## src/rtl/arb_fifo_pkg.sv

```systemverilog
// Shared constants and width helpers for the arbitrated FIFO block.
package arb_fifo_pkg;

    localparam int unsigned MODE_RR = 0;
    localparam int unsigned MODE_WQ = 1;
    localparam int unsigned MODE_SP = 2;

    function automatic int unsigned cnt_width(input int unsigned depth);
        return $clog2(depth + 1);
    endfunction

    function automatic int unsigned idx_width(input int unsigned n);
        return (n > 1) ? $clog2(n) : 1;
    endfunction

endpackage

```

## src/rtl/arbitrated_fifos_hs_if.sv

```systemverilog
// Producer/consumer-facing signal bundle of arbitrated_fifos_hs.
interface arbitrated_fifos_hs_if #(
    parameter int unsigned NUM_REQS = 4,
    parameter int unsigned WIDTH    = 8,
    parameter int unsigned DEPTH    = 4,
    parameter int unsigned QWID     = 4
);
    import arb_fifo_pkg::*;

    localparam int unsigned CW = cnt_width(DEPTH);
    localparam int unsigned IW = idx_width(NUM_REQS);

    logic [NUM_REQS-1:0]       push;
    logic [NUM_REQS-1:0]       reqs;
    logic [NUM_REQS*WIDTH-1:0] flat_data_in;
    logic [NUM_REQS*QWID-1:0]  quantums;
    logic [NUM_REQS-1:0]       empty;
    logic [NUM_REQS-1:0]       full;
    logic [NUM_REQS-1:0]       overflow;
    logic [NUM_REQS*CW-1:0]    flat_count;
    logic [NUM_REQS-1:0]       gnt;
    logic                      out_valid;
    logic                      out_ready;
    logic [WIDTH-1:0]          out_data;
    logic [IW-1:0]             out_chan;

    modport master (
        output push, reqs, flat_data_in, quantums, out_ready,
        input  empty, full, overflow, flat_count, gnt, out_valid, out_data, out_chan
    );

    modport slave (
        input  push, reqs, flat_data_in, quantums, out_ready,
        output empty, full, overflow, flat_count, gnt, out_valid, out_data, out_chan
    );

endinterface

```

## src/rtl/arb_fifo_chan.sv

```systemverilog
// One channel FIFO: storage, wrapping pointers, occupancy and sticky overflow.
module arb_fifo_chan
    import arb_fifo_pkg::*;
#(
    parameter int unsigned WIDTH = 8,
    parameter int unsigned DEPTH = 4,
    parameter int unsigned CW    = cnt_width(DEPTH)
) (
    input  logic             clk,
    input  logic             rst,
    input  logic             push,
    input  logic             pop,
    input  logic [WIDTH-1:0] wdata,
    output logic [WIDTH-1:0] rdata,
    output logic             empty,
    output logic             full,
    output logic             overflow,
    output logic [CW-1:0]    count
);
    localparam int unsigned AW = $clog2(DEPTH);

    logic [WIDTH-1:0] mem_q [DEPTH];
    logic [AW-1:0]    wr_ptr_q, rd_ptr_q;
    logic [CW-1:0]    count_q;
    logic             overflow_q;
    logic             wr_en;

    assign empty    = (count_q == '0);
    assign full     = (count_q == CW'(DEPTH));
    // A pop in the same cycle frees the slot, so a push to a full FIFO still lands.
    assign wr_en    = push & (~full | pop);
    assign rdata    = mem_q[rd_ptr_q];
    assign count    = count_q;
    assign overflow = overflow_q;

    always_ff @(posedge clk) begin
        if (wr_en) mem_q[wr_ptr_q] <= wdata;
    end

    always_ff @(posedge clk or negedge rst) begin
        if (!rst) begin
            wr_ptr_q   <= '0;
            rd_ptr_q   <= '0;
            count_q    <= '0;
            overflow_q <= 1'b0;
        end else begin
            if (wr_en) wr_ptr_q <= wr_ptr_q + AW'(1);
            if (pop)   rd_ptr_q <= rd_ptr_q + AW'(1);
            count_q <= count_q + CW'(wr_en) - CW'(pop);
            if (push & full & ~pop) overflow_q <= 1'b1;
        end
    end

endmodule

```

## src/rtl/arbitrated_fifos_hs.sv

```systemverilog
// Per-channel FIFOs drained by a RR / weighted-quantum / strict-priority arbiter
// into a single registered valid/ready output.
module arbitrated_fifos_hs
    import arb_fifo_pkg::*;
#(
    parameter int unsigned NUM_REQS = 4,
    parameter int unsigned WIDTH    = 8,
    parameter int unsigned DEPTH    = 4,
    parameter int unsigned QWID     = 4,
    parameter int unsigned MODE     = MODE_RR
) (
    input logic                  clk,
    input logic                  rst,
    arbitrated_fifos_hs_if.slave bus
);
    localparam int unsigned CW = cnt_width(DEPTH);
    localparam int unsigned IW = idx_width(NUM_REQS);

    logic [NUM_REQS-1:0] empty, full, overflow, eligible, gnt;
    logic [WIDTH-1:0]    rdata [NUM_REQS];
    logic [CW-1:0]       count [NUM_REQS];

    logic [IW-1:0]   ptr_q, ptr_d, win;
    logic [QWID-1:0] credit_q, credit_d, quantum;
    logic            out_valid_q, out_valid_d;
    logic [WIDTH-1:0] out_data_q, out_data_d;
    logic [IW-1:0]   out_chan_q, out_chan_d;
    logic            slot_free, grant, hold;

    for (genvar i = 0; i < NUM_REQS; i++) begin : g_chan
        arb_fifo_chan #(
            .WIDTH (WIDTH),
            .DEPTH (DEPTH),
            .CW    (CW)
        ) u_chan (
            .clk      (clk),
            .rst      (rst),
            .push     (bus.push[i]),
            .pop      (gnt[i]),
            .wdata    (bus.flat_data_in[i*WIDTH +: WIDTH]),
            .rdata    (rdata[i]),
            .empty    (empty[i]),
            .full     (full[i]),
            .overflow (overflow[i]),
            .count    (count[i])
        );
    end

    // Nearest eligible channel after ptr, wrapping; descending scan so the closest wins.
    function automatic logic [IW-1:0] rr_pick(input logic [NUM_REQS-1:0] elig,
                                              input logic [IW-1:0] ptr);
        int unsigned c;
        rr_pick = ptr;
        for (int k = NUM_REQS; k >= 1; k--) begin
            c = (int'(ptr) + k) % NUM_REQS;
            if (elig[c]) rr_pick = IW'(c);
        end
    endfunction

    function automatic logic [IW-1:0] sp_pick(input logic [NUM_REQS-1:0] elig);
        sp_pick = '0;
        for (int k = NUM_REQS - 1; k >= 0; k--) begin
            if (elig[k]) sp_pick = IW'(k);
        end
    endfunction

    assign eligible  = bus.reqs & ~empty;
    assign slot_free = ~out_valid_q | bus.out_ready;
    assign grant     = slot_free & (|eligible);
    assign hold      = (MODE == MODE_WQ) && eligible[ptr_q] && (credit_q != '0);

    always_comb begin
        win         = '0;
        ptr_d       = ptr_q;
        credit_d    = credit_q;
        quantum     = '0;
        gnt         = '0;
        out_valid_d = out_valid_q;
        out_data_d  = out_data_q;
        out_chan_d  = out_chan_q;

        if (MODE == MODE_SP) win = sp_pick(eligible);
        else if (hold)       win = ptr_q;
        else                 win = rr_pick(eligible, ptr_q);

        if (grant) begin
            gnt[win]    = 1'b1;
            out_valid_d = 1'b1;
            out_data_d  = rdata[win];
            out_chan_d  = win;
            if (MODE != MODE_SP) ptr_d = win;
            if (MODE == MODE_WQ) begin
                quantum = bus.quantums[win*QWID +: QWID];
                if (hold)                credit_d = credit_q - QWID'(1);
                else if (quantum == '0)  credit_d = '0;
                else                     credit_d = quantum - QWID'(1);
            end
        end else if (bus.out_ready) begin
            out_valid_d = 1'b0;
        end
    end

    always_ff @(posedge clk or negedge rst) begin
        if (!rst) begin
            ptr_q       <= IW'(NUM_REQS - 1);
            credit_q    <= '0;
            out_valid_q <= 1'b0;
            out_data_q  <= '0;
            out_chan_q  <= '0;
        end else begin
            ptr_q       <= ptr_d;
            credit_q    <= credit_d;
            out_valid_q <= out_valid_d;
            out_data_q  <= out_data_d;
            out_chan_q  <= out_chan_d;
        end
    end

    always_comb begin
        bus.flat_count = '0;
        for (int i = 0; i < NUM_REQS; i++) bus.flat_count[i*CW +: CW] = count[i];
    end

    assign bus.empty     = empty;
    assign bus.full      = full;
    assign bus.overflow  = overflow;
    assign bus.gnt       = gnt;
    assign bus.out_valid = out_valid_q;
    assign bus.out_data  = out_data_q;
    assign bus.out_chan  = out_chan_q;

endmodule
```

## src/flat_wrapper.sv

```systemverilog
// flat-port wrapper written by rule: the top's interface ports become plain ports
module arbitrated_fifos_hs_flat import arb_fifo_pkg::*;
#(
    parameter int unsigned NUM_REQS = 4,
    parameter int unsigned WIDTH    = 8,
    parameter int unsigned DEPTH    = 4,
    parameter int unsigned QWID     = 4,
    parameter int unsigned MODE     = MODE_RR
)
  (clk, rst, bus_push, bus_reqs, bus_flat_data_in, bus_quantums, bus_out_ready, bus_empty, bus_full, bus_overflow, bus_flat_count, bus_gnt, bus_out_valid, bus_out_data, bus_out_chan);
  arbitrated_fifos_hs_if #(.NUM_REQS(NUM_REQS), .WIDTH(WIDTH), .DEPTH(DEPTH), .QWID(QWID)) bus_i ();
  input logic clk;
  input logic rst;
  input wire logic [$bits(bus_i.push)-1:0] bus_push;
  input wire logic [$bits(bus_i.reqs)-1:0] bus_reqs;
  input wire logic [$bits(bus_i.flat_data_in)-1:0] bus_flat_data_in;
  input wire logic [$bits(bus_i.quantums)-1:0] bus_quantums;
  input wire logic [$bits(bus_i.out_ready)-1:0] bus_out_ready;
  output wire logic [$bits(bus_i.empty)-1:0] bus_empty;
  output wire logic [$bits(bus_i.full)-1:0] bus_full;
  output wire logic [$bits(bus_i.overflow)-1:0] bus_overflow;
  output wire logic [$bits(bus_i.flat_count)-1:0] bus_flat_count;
  output wire logic [$bits(bus_i.gnt)-1:0] bus_gnt;
  output wire logic [$bits(bus_i.out_valid)-1:0] bus_out_valid;
  output wire logic [$bits(bus_i.out_data)-1:0] bus_out_data;
  output wire logic [$bits(bus_i.out_chan)-1:0] bus_out_chan;
  assign bus_i.push = bus_push;
  assign bus_i.reqs = bus_reqs;
  assign bus_i.flat_data_in = bus_flat_data_in;
  assign bus_i.quantums = bus_quantums;
  assign bus_i.out_ready = bus_out_ready;
  assign bus_empty = bus_i.empty;
  assign bus_full = bus_i.full;
  assign bus_overflow = bus_i.overflow;
  assign bus_flat_count = bus_i.flat_count;
  assign bus_gnt = bus_i.gnt;
  assign bus_out_valid = bus_i.out_valid;
  assign bus_out_data = bus_i.out_data;
  assign bus_out_chan = bus_i.out_chan;
  arbitrated_fifos_hs #(.NUM_REQS(NUM_REQS), .WIDTH(WIDTH), .DEPTH(DEPTH), .QWID(QWID), .MODE(MODE)) u_core (.clk(clk), .rst(rst), .bus(bus_i));
endmodule
```

## config.mk

```make
export PLATFORM = sky130hd
export DESIGN_NAME = arbitrated_fifos_hs_flat
export DESIGN_NICKNAME = d
export VERILOG_FILES = /design/src/rtl/arb_fifo_pkg.sv /design/src/rtl/arbitrated_fifos_hs_if.sv /design/src/rtl/arb_fifo_chan.sv /design/src/rtl/arbitrated_fifos_hs.sv /design/src/flat_wrapper.sv
export SDC_FILE = /design/constraint.sdc
export NUM_CORES = 1
export LEC_CHECK = 0
export CAP_MARGIN = 25
export CORE_AREA = 3 3 130 132
export DETAILED_ROUTE_END_ITERATION = 10
export DIE_AREA = 0 0 133 135
export HOLD_SLACK_MARGIN = 0.02
export PLACE_DENSITY = 0.68
export REMOVE_ABC_BUFFERS = 1
export SLEW_MARGIN = 20
export SYNTH_ARGS = -nofsm -noshare
export SYNTH_HDL_FRONTEND = slang
export SYNTH_SLANG_ARGS = --single-unit
```

## constraint.sdc

```tcl
create_clock -name clk -period 6.44 [get_ports clk]
set_input_delay 1.288 -clock clk [delete_from_list [all_inputs] [get_ports clk]]
set_output_delay 1.288 -clock clk [all_outputs]
set_load 0.005 [all_outputs]
```

* After elaboration in Yosys (flattened, before gate mapping)
Memories as Yosys holds them, arrays and structs flattened.
Cells that the tools add are included.
** Word-level totals
- Flip-flop bits (word level) :: 45
- Latch bits :: 0
- Memory bits (writable) :: 128
- ROM bits :: 0
- Input port bits :: 59
- Output and inout bits :: 39
- Logic and storage cells :: 120
- Memories :: 4
** Operators by class
- Add/subtract/negate cells :: 20
- Multiply operators :: 0
- Div/mod/pow operators :: 0
- Order comparisons :: 7
- Equal/unequal tests :: 4
- Shifts and indexed selects :: 0
- Multiplexer cells :: 28
- Bitwise gates (word level) :: 30
- Reduce and logical (&&, ||, !) cells :: 7
** Memory list
- u_core.g_chan[0].u_chan.mem_q :: words 4, bits a word 8, read ports 1, clocked after Yosys merged registers in 0, wr ports 1, RTL line arb_fifo_chan.sv:22 : logic [WIDTH-1:0] mem_q [DEPTH];
- u_core.g_chan[1].u_chan.mem_q :: words 4, bits a word 8, read ports 1, clocked after Yosys merged registers in 0, wr ports 1, RTL line arb_fifo_chan.sv:22
- u_core.g_chan[2].u_chan.mem_q :: words 4, bits a word 8, read ports 1, clocked after Yosys merged registers in 0, wr ports 1, RTL line arb_fifo_chan.sv:22
- u_core.g_chan[3].u_chan.mem_q :: words 4, bits a word 8, read ports 1, clocked after Yosys merged registers in 0, wr ports 1, RTL line arb_fifo_chan.sv:22
** Operators with widths (count)
- adder 2 x 1 -> 2 bit, second input constant :: 10
- binary-select mux 8 bit (select 2 bit) :: 1
- 2-to-1 mux 8 bit :: 2
- < comparator 2 x 3 -> 1 bit, second input constant :: 5
- 2-to-1 mux 1 bit :: 15
- bitwise AND 1 bit :: 13
- adder 3 x 1 -> 3 bit :: 4
- equality test 3 bit, second input constant :: 4
- zero test 3 bit :: 4
- subtractor 3 x 1 -> 3 bit :: 4
- inverter 1 bit :: 9
- binary-select mux 1 bit (select 2 bit) :: 4
- 2-to-1 mux 2 bit :: 4
- OR 1 bit :: 5
- adder 2 bit, second input constant :: 2
- bitwise AND 4 bit :: 1
- 2-to-1 mux 4 bit :: 1
- inverter 4 bit :: 1
- OR reduction 4 bit :: 1
- greater-or-equal comparator 3 bit, second input constant :: 1
- inverter 2 -> 3 bit :: 1
- demux 1 bit (select 2 bit) :: 1
- greater-or-equal comparator 2 x 1 -> 1 bit, second input constant :: 1
- nonzero test 2 bit :: 1
- logical AND 1 bit :: 1

* Logic depth before layout (Yosys ltp)
- Word-level depth :: 18
- Gate-level depth with buffers :: 12
- Mapped depth without buffers :: 10

* Cells and area by module
From an unflattened synthesis, not the netlist that was laid out.
** Second synthesis, totals
- Cells, all modules :: 435
- Area, all modules :: 7467.2 um2
** By module, submodules not included
- arb_fifo_chan :: times used 4, cells each 79, area an instance 1600.3 um2, seq. area each 1161.1 um2
- arbitrated_fifos_hs :: times used 1, cells each 119, area an instance 1066.0 um2, seq. area each 327.8 um2

* Worst setup path after synthesis
OpenSTA, ideal clock, no wires.
- Path type :: input-to-output
- Start :: in bus_reqs[1]
- End :: out bus_gnt[0]
- Data arrival time :: 2.642 ns
- Slack :: 2.510 ns
- Stages :: 7
- Cells stage by stage :: o311a_1 o31a_1 buf_2 nor4_4 and3_1 buf_2 buf_4
** Between the ends
- Longest elaborated chain between the ends :: 12
- Elaborated cells between the ends (all ways) :: 21
** Ends and longest elaborated chain
- from (decl) :: RTL line flat_wrapper.sv:15 : input wire logic [$bits(bus_i.reqs)-1:0] bus_reqs;
- bitwise AND 4 bit * :: RTL line arbitrated_fifos_hs.sv:67 : assign eligible = bus.reqs & ~empty;
- binary-select mux 1 bit (select 2 bit) :: RTL line arbitrated_fifos_hs.sv:56 : if (elig[c]) rr_pick = IW'(c);
- 2-to-1 mux 1 bit (not written as such) :: RTL line arbitrated_fifos_hs.sv:56
- 2-to-1 mux 2 bit (4 in a row) :: RTL line arbitrated_fifos_hs.sv:56
- < comparator 2 x 3 -> 1 bit (not written as such) / greater-or-equal comparator 2 x 1 -> 1 bit (equally long branches) :: RTL line arbitrated_fifos_hs.sv:87 : gnt[win] = 1'b1;
- logical AND 1 bit (not written as such) :: RTL line arbitrated_fifos_hs.sv:87
- 2-to-1 mux 1 bit (not written as such) :: RTL line arbitrated_fifos_hs.sv:87
- demux 1 bit (select 2 bit)
- 2-to-1 mux 4 bit * :: RTL line arbitrated_fifos_hs.sv:86 : if (grant) begin
- to (decl) :: RTL line flat_wrapper.sv:23 : output wire logic [$bits(bus_i.gnt)-1:0] bus_gnt;
Every way passes the cells marked *; elsewhere a longest branch is shown, timed or not. The select of a mux whose other input is x is not followed.

* Worst setup path after layout
- Start :: in bus_reqs[1]
- End :: out bus_gnt[2]
Same word-level chain as after synthesis.

==> results by group <==
Pwr
  – Internal power: 3024 uW
  – Net switching power: 1510 uW
  – Reg power frac: 41.7%
  – Leak pwr: 0.003298 uW
  – PwrDens: 488.3 nW/um^2
  – Max VDD drop: 0.0002732 V
  – Clock power share: 24.3%
  – Fraction of power consumed by combinational cells: 34.0%
  – Switch share: 33.30%

Route
  – Final WL: 15670 um
  – Antenna-violating nets left: 0
  – Vias per cell: 5.639
  – Vias: 4263
  – Drt initial violations: 240
  – Drt wl/cell: 20.73 um
  – DRC: 0
  – Drt pass-1 iters: 4

Worst setup path
  – Worst-path cell chain: clkdlybuf4s50_1, o311a_1, o31a_1, nor4_4, nand3_1, inv_1, clkdlybuf4s50_1
  – CP max FO: 10
  – Crit path from: bus_reqs[1]
  – Critical Path AT: 3.82 ns
  – Slowest cell on crit path: clkdlybuf4s50_1
  – Worst Setup End Kind: output port
  – Worst path most repeated cell: clkdlybuf4s50_1
  – Critical Path End: bus_gnt[2]
  – Req. time, crit path: 5.15 ns
  – CP peak stage delay: 0.51 ns
  – R2R setup slack: 2.90 ns
  – R2R Path Start: u_core.g_chan[3].u_chan.count[1]
  – Critical R2R Capture: u_core.g_chan[0].u_chan.count[2]
  – CP Launch Type: primary input
  – Critical path start-end classification: in -> out
  – R2R depth: 9

Worst hold path
  – HP Class: reg -> reg

Timing
  – Max Fclk: 195.7 MHz
  – Clock skew: 0.006335 ns
  – Max Transition Viols Final: 0
  – Max transition margin: 45.80%
  – Post-layout min period: 5.110 ns
  – Period utilization: 79.34%
  – RSZ-0062 raised after global routing: false
  – Hold slack final: 0.4761 ns
  – Slew @ Worst Pin: 0.8100 ns
  – Final hold vios: 0
  – Final setup viols: 0
  – Setup Total Neg Slack: 0 ns

Synthesis
  – Post-synthesis compound-gate area fraction: 8.025%
  – Main area contributors after synthesis: edfxtp_1 (50%), dfrtp_1 (14%), mux4_2 (9.3%), ha_1 (3.4%), mux2_1 (1.7%)
  – Post-Synth Adder-Cell Area: 4.424%
  – Cell area after synthesis: 7749 um^2
  – Yosys cell types: 60
  – Simple-Gate Fraction of Synth Area: 5.748%
  – Synth Register Bits: 173
  – Synth top area share: 49.60%
  – Mux share of post-synthesis cell area: 11.51%
  – Count leader, synth: edfxtp_1
  – Syn Inst Count: 457
  – Number of synthesized flops with an enable pin: 128
  – Mapped Avg Cell Area: 16.96 um^2
  – Post-Synth XOR/XNOR Area: 2.261%
  – Area leader, netlist: edfxtp_1
  – Synth Flop Type: edfxtp_1
  – Main combinational cell family by area after synthesis: multiplexers
  – Async SR Flop Fraction: 26.01%
  – Synth warn: 0
  – Synth top cells by count: edfxtp_1 (128), dfrtp_1 (43), mux4_2 (32), inv_1 (25), ha_1 (21)
  – Register area share after synthesis: 64.17%

Final layout
  – Net count, final: 611
  – Area delta synth->final: 19.83%
  – Antenna fix cells: 0
  – Layout cell share with drive strength beyond 1: 16.30%

GRT
  – Total GRT Usage: 18.48%
  – Vias in the first global route: 4530
  – First-pass GRT wire length: 25010 um
  – Grt total ovfl: 0
  – Antenna violations before repair: 0
  – Largest net degree at the start of global routing: 46

Floorplanning
  – Row count: 46
  – Core area: 15830 um^2
  – Die width: 133 um
  – Initial Util: 48.96%
  – Die footprint: 17960 um^2
  – Die H: 135 um
  – # IOs: 98

CTS
  – Clock root buffer: clkbuf_16
  – Total CTS buffers: 17
  – Setup bufs post-CTS: 0
  – CTS max path bufs: 2
  – Hold-fix buffers, CTS: 0
  – Cts repair resizes: 0
  – CTS tree: built
  – Clock latency at the later pin of the worst-skew pair: 0.43 ns
  – CTS clk-pin slew, worst paths: 0.06 ns
  – CTS Sinks: 173
  – Max H-tree Level: 4

Placed design
  – Final HPWL DP: 11020 um
  – GPL Wtd Cong: 0.8478
  – PortBufs: 81

Job
  – Max Cap Violations: 0

Run status
  – Status: finished, final reports clean
layout make-up:
class | count | area [um^2]
clock buffer | 17 | 425.4
clock inverter | 15 | 210.2
fill | 1213 | 6543
inverter | 25 | 93.84
multi-input combinational | 225 | 2477
sequential | 173 | 4972
tap | 216 | 270.3
timing repair buffer | 85 | 835.8
worst max-delay path, delay by kind of cell:
kind | cells | cell delay [ns]
AO/OA/AOI/OAI | 2 | 0.66
AND/OR/NAND/NOR | 2 | 0.71
buffers and inverters | 3 | 1.15
per-layer routing:
layer,track usage [%],part of all wire (%)
met1,24.11,43
met2,30.98,51
met3,3.875,3.8
met4,6.582,1.7
met5,0,0
how the worst min path moves through the flow:
stage / from / to / cells after the start
CTS: u_core.g_chan[2].u_chan.overflow / u_core.g_chan[2].u_chan.overflow / 1
global route: u_core.g_chan[2].u_chan.overflow / u_core.g_chan[2].u_chan.overflow / 1
detailed placement: u_core.g_chan[0].u_chan.overflow / u_core.g_chan[0].u_chan.overflow / 1
floorplan: u_core.g_chan[2].u_chan.overflow / u_core.g_chan[2].u_chan.overflow / 1
finish: u_core.g_chan[2].u_chan.overflow / u_core.g_chan[2].u_chan.overflow / 1
global placement: u_core.g_chan[2].u_chan.overflow / u_core.g_chan[2].u_chan.overflow / 1
placed cells by master, fill, tap and decap left out, types with 3 or more instances in the layout:
master,synthesis,routed
fa_1,4,4
inv_1,25,25
dfrtp_1,43,43
and3_1,3,3
o31a_1,5,5
nand2b_1,4,4
edfxtp_1,128,128
o31ai_1,9,9
mux2_1,12,12
nand4_1,11,11
clkdlybuf4s50_1,0,80
nor2_1,13,13
inv_6,0,3
ha_1,21,21
nor3_1,6,6
nand2_1,6,6
buf_4,17,4
mux4_2,32,32
clkinvlp_4,0,3
clkbuf_16,0,17
nor3b_1,4,4
xor2_1,7,7
nand3_1,4,4
bufinv_16,0,4
and2_1,13,13
xnor2_1,13,13
o21bai_1,3,3
a221o_1,8,8
a221oi_1,8,8
o41ai_4,3,3
logic make-up (layout without fill, tap and decap cells):
| group | Yosys count | count (layout) |
|---|---|---|
| buffers and inverters | 59 | 142 |
| and+or+nand+nor | 72 | 72 |
| AOI/OAI and AO/OA | 61 | 61 |
| DFF | 173 | 173 |
| adders and majority gates | 25 | 25 |
| xor gates and xnor gates | 20 | 20 |
| muxes | 47 | 47 |
power groups by stage:
stage / sequential (uW) / clock (uW) / combinational (uW)
final: 1890 / 1100 / 1540
after global routing: 1950 / 1170 / 1690
after CTS: 1900 / 1120 / 1560
after detailed placement: 1920 / 0 / 1560
after global placement: 1900 / 0 / 1510
after floorplan: 1820 / 0 / 997
per-stage QoR:
stage	util, %	area, um^2	cells	power (uW)	worst slack (ns)
floorplan	-	7543	423	2820	2.420
global placement	54.65	8650	724	3405	1.324
detailed placement	54.65	8650	724	3479	1.292
CTS	58.66	9285	756	4587	1.292
global route	58.66	9285	756	4802	1.155
finish	58.66	9285	756	4534	1.331
sequential cells by signal (all words and copies together), names as in the netlist:
name and flops:
u_core.g_chan.u_chan.rd_ptr_q 8, u_core.g_chan.u_chan.mem_q 128, u_core.g_chan.u_chan.count 12, u_core.bus.out_chan 2, u_core.ptr_q 2, u_core.bus.out_valid 1, u_core.bus.out_data 8, u_core.g_chan.u_chan.overflow 4
u_core.g_chan.u_chan.wr_ptr_q 8
Power figures use the tool's default switching activity.
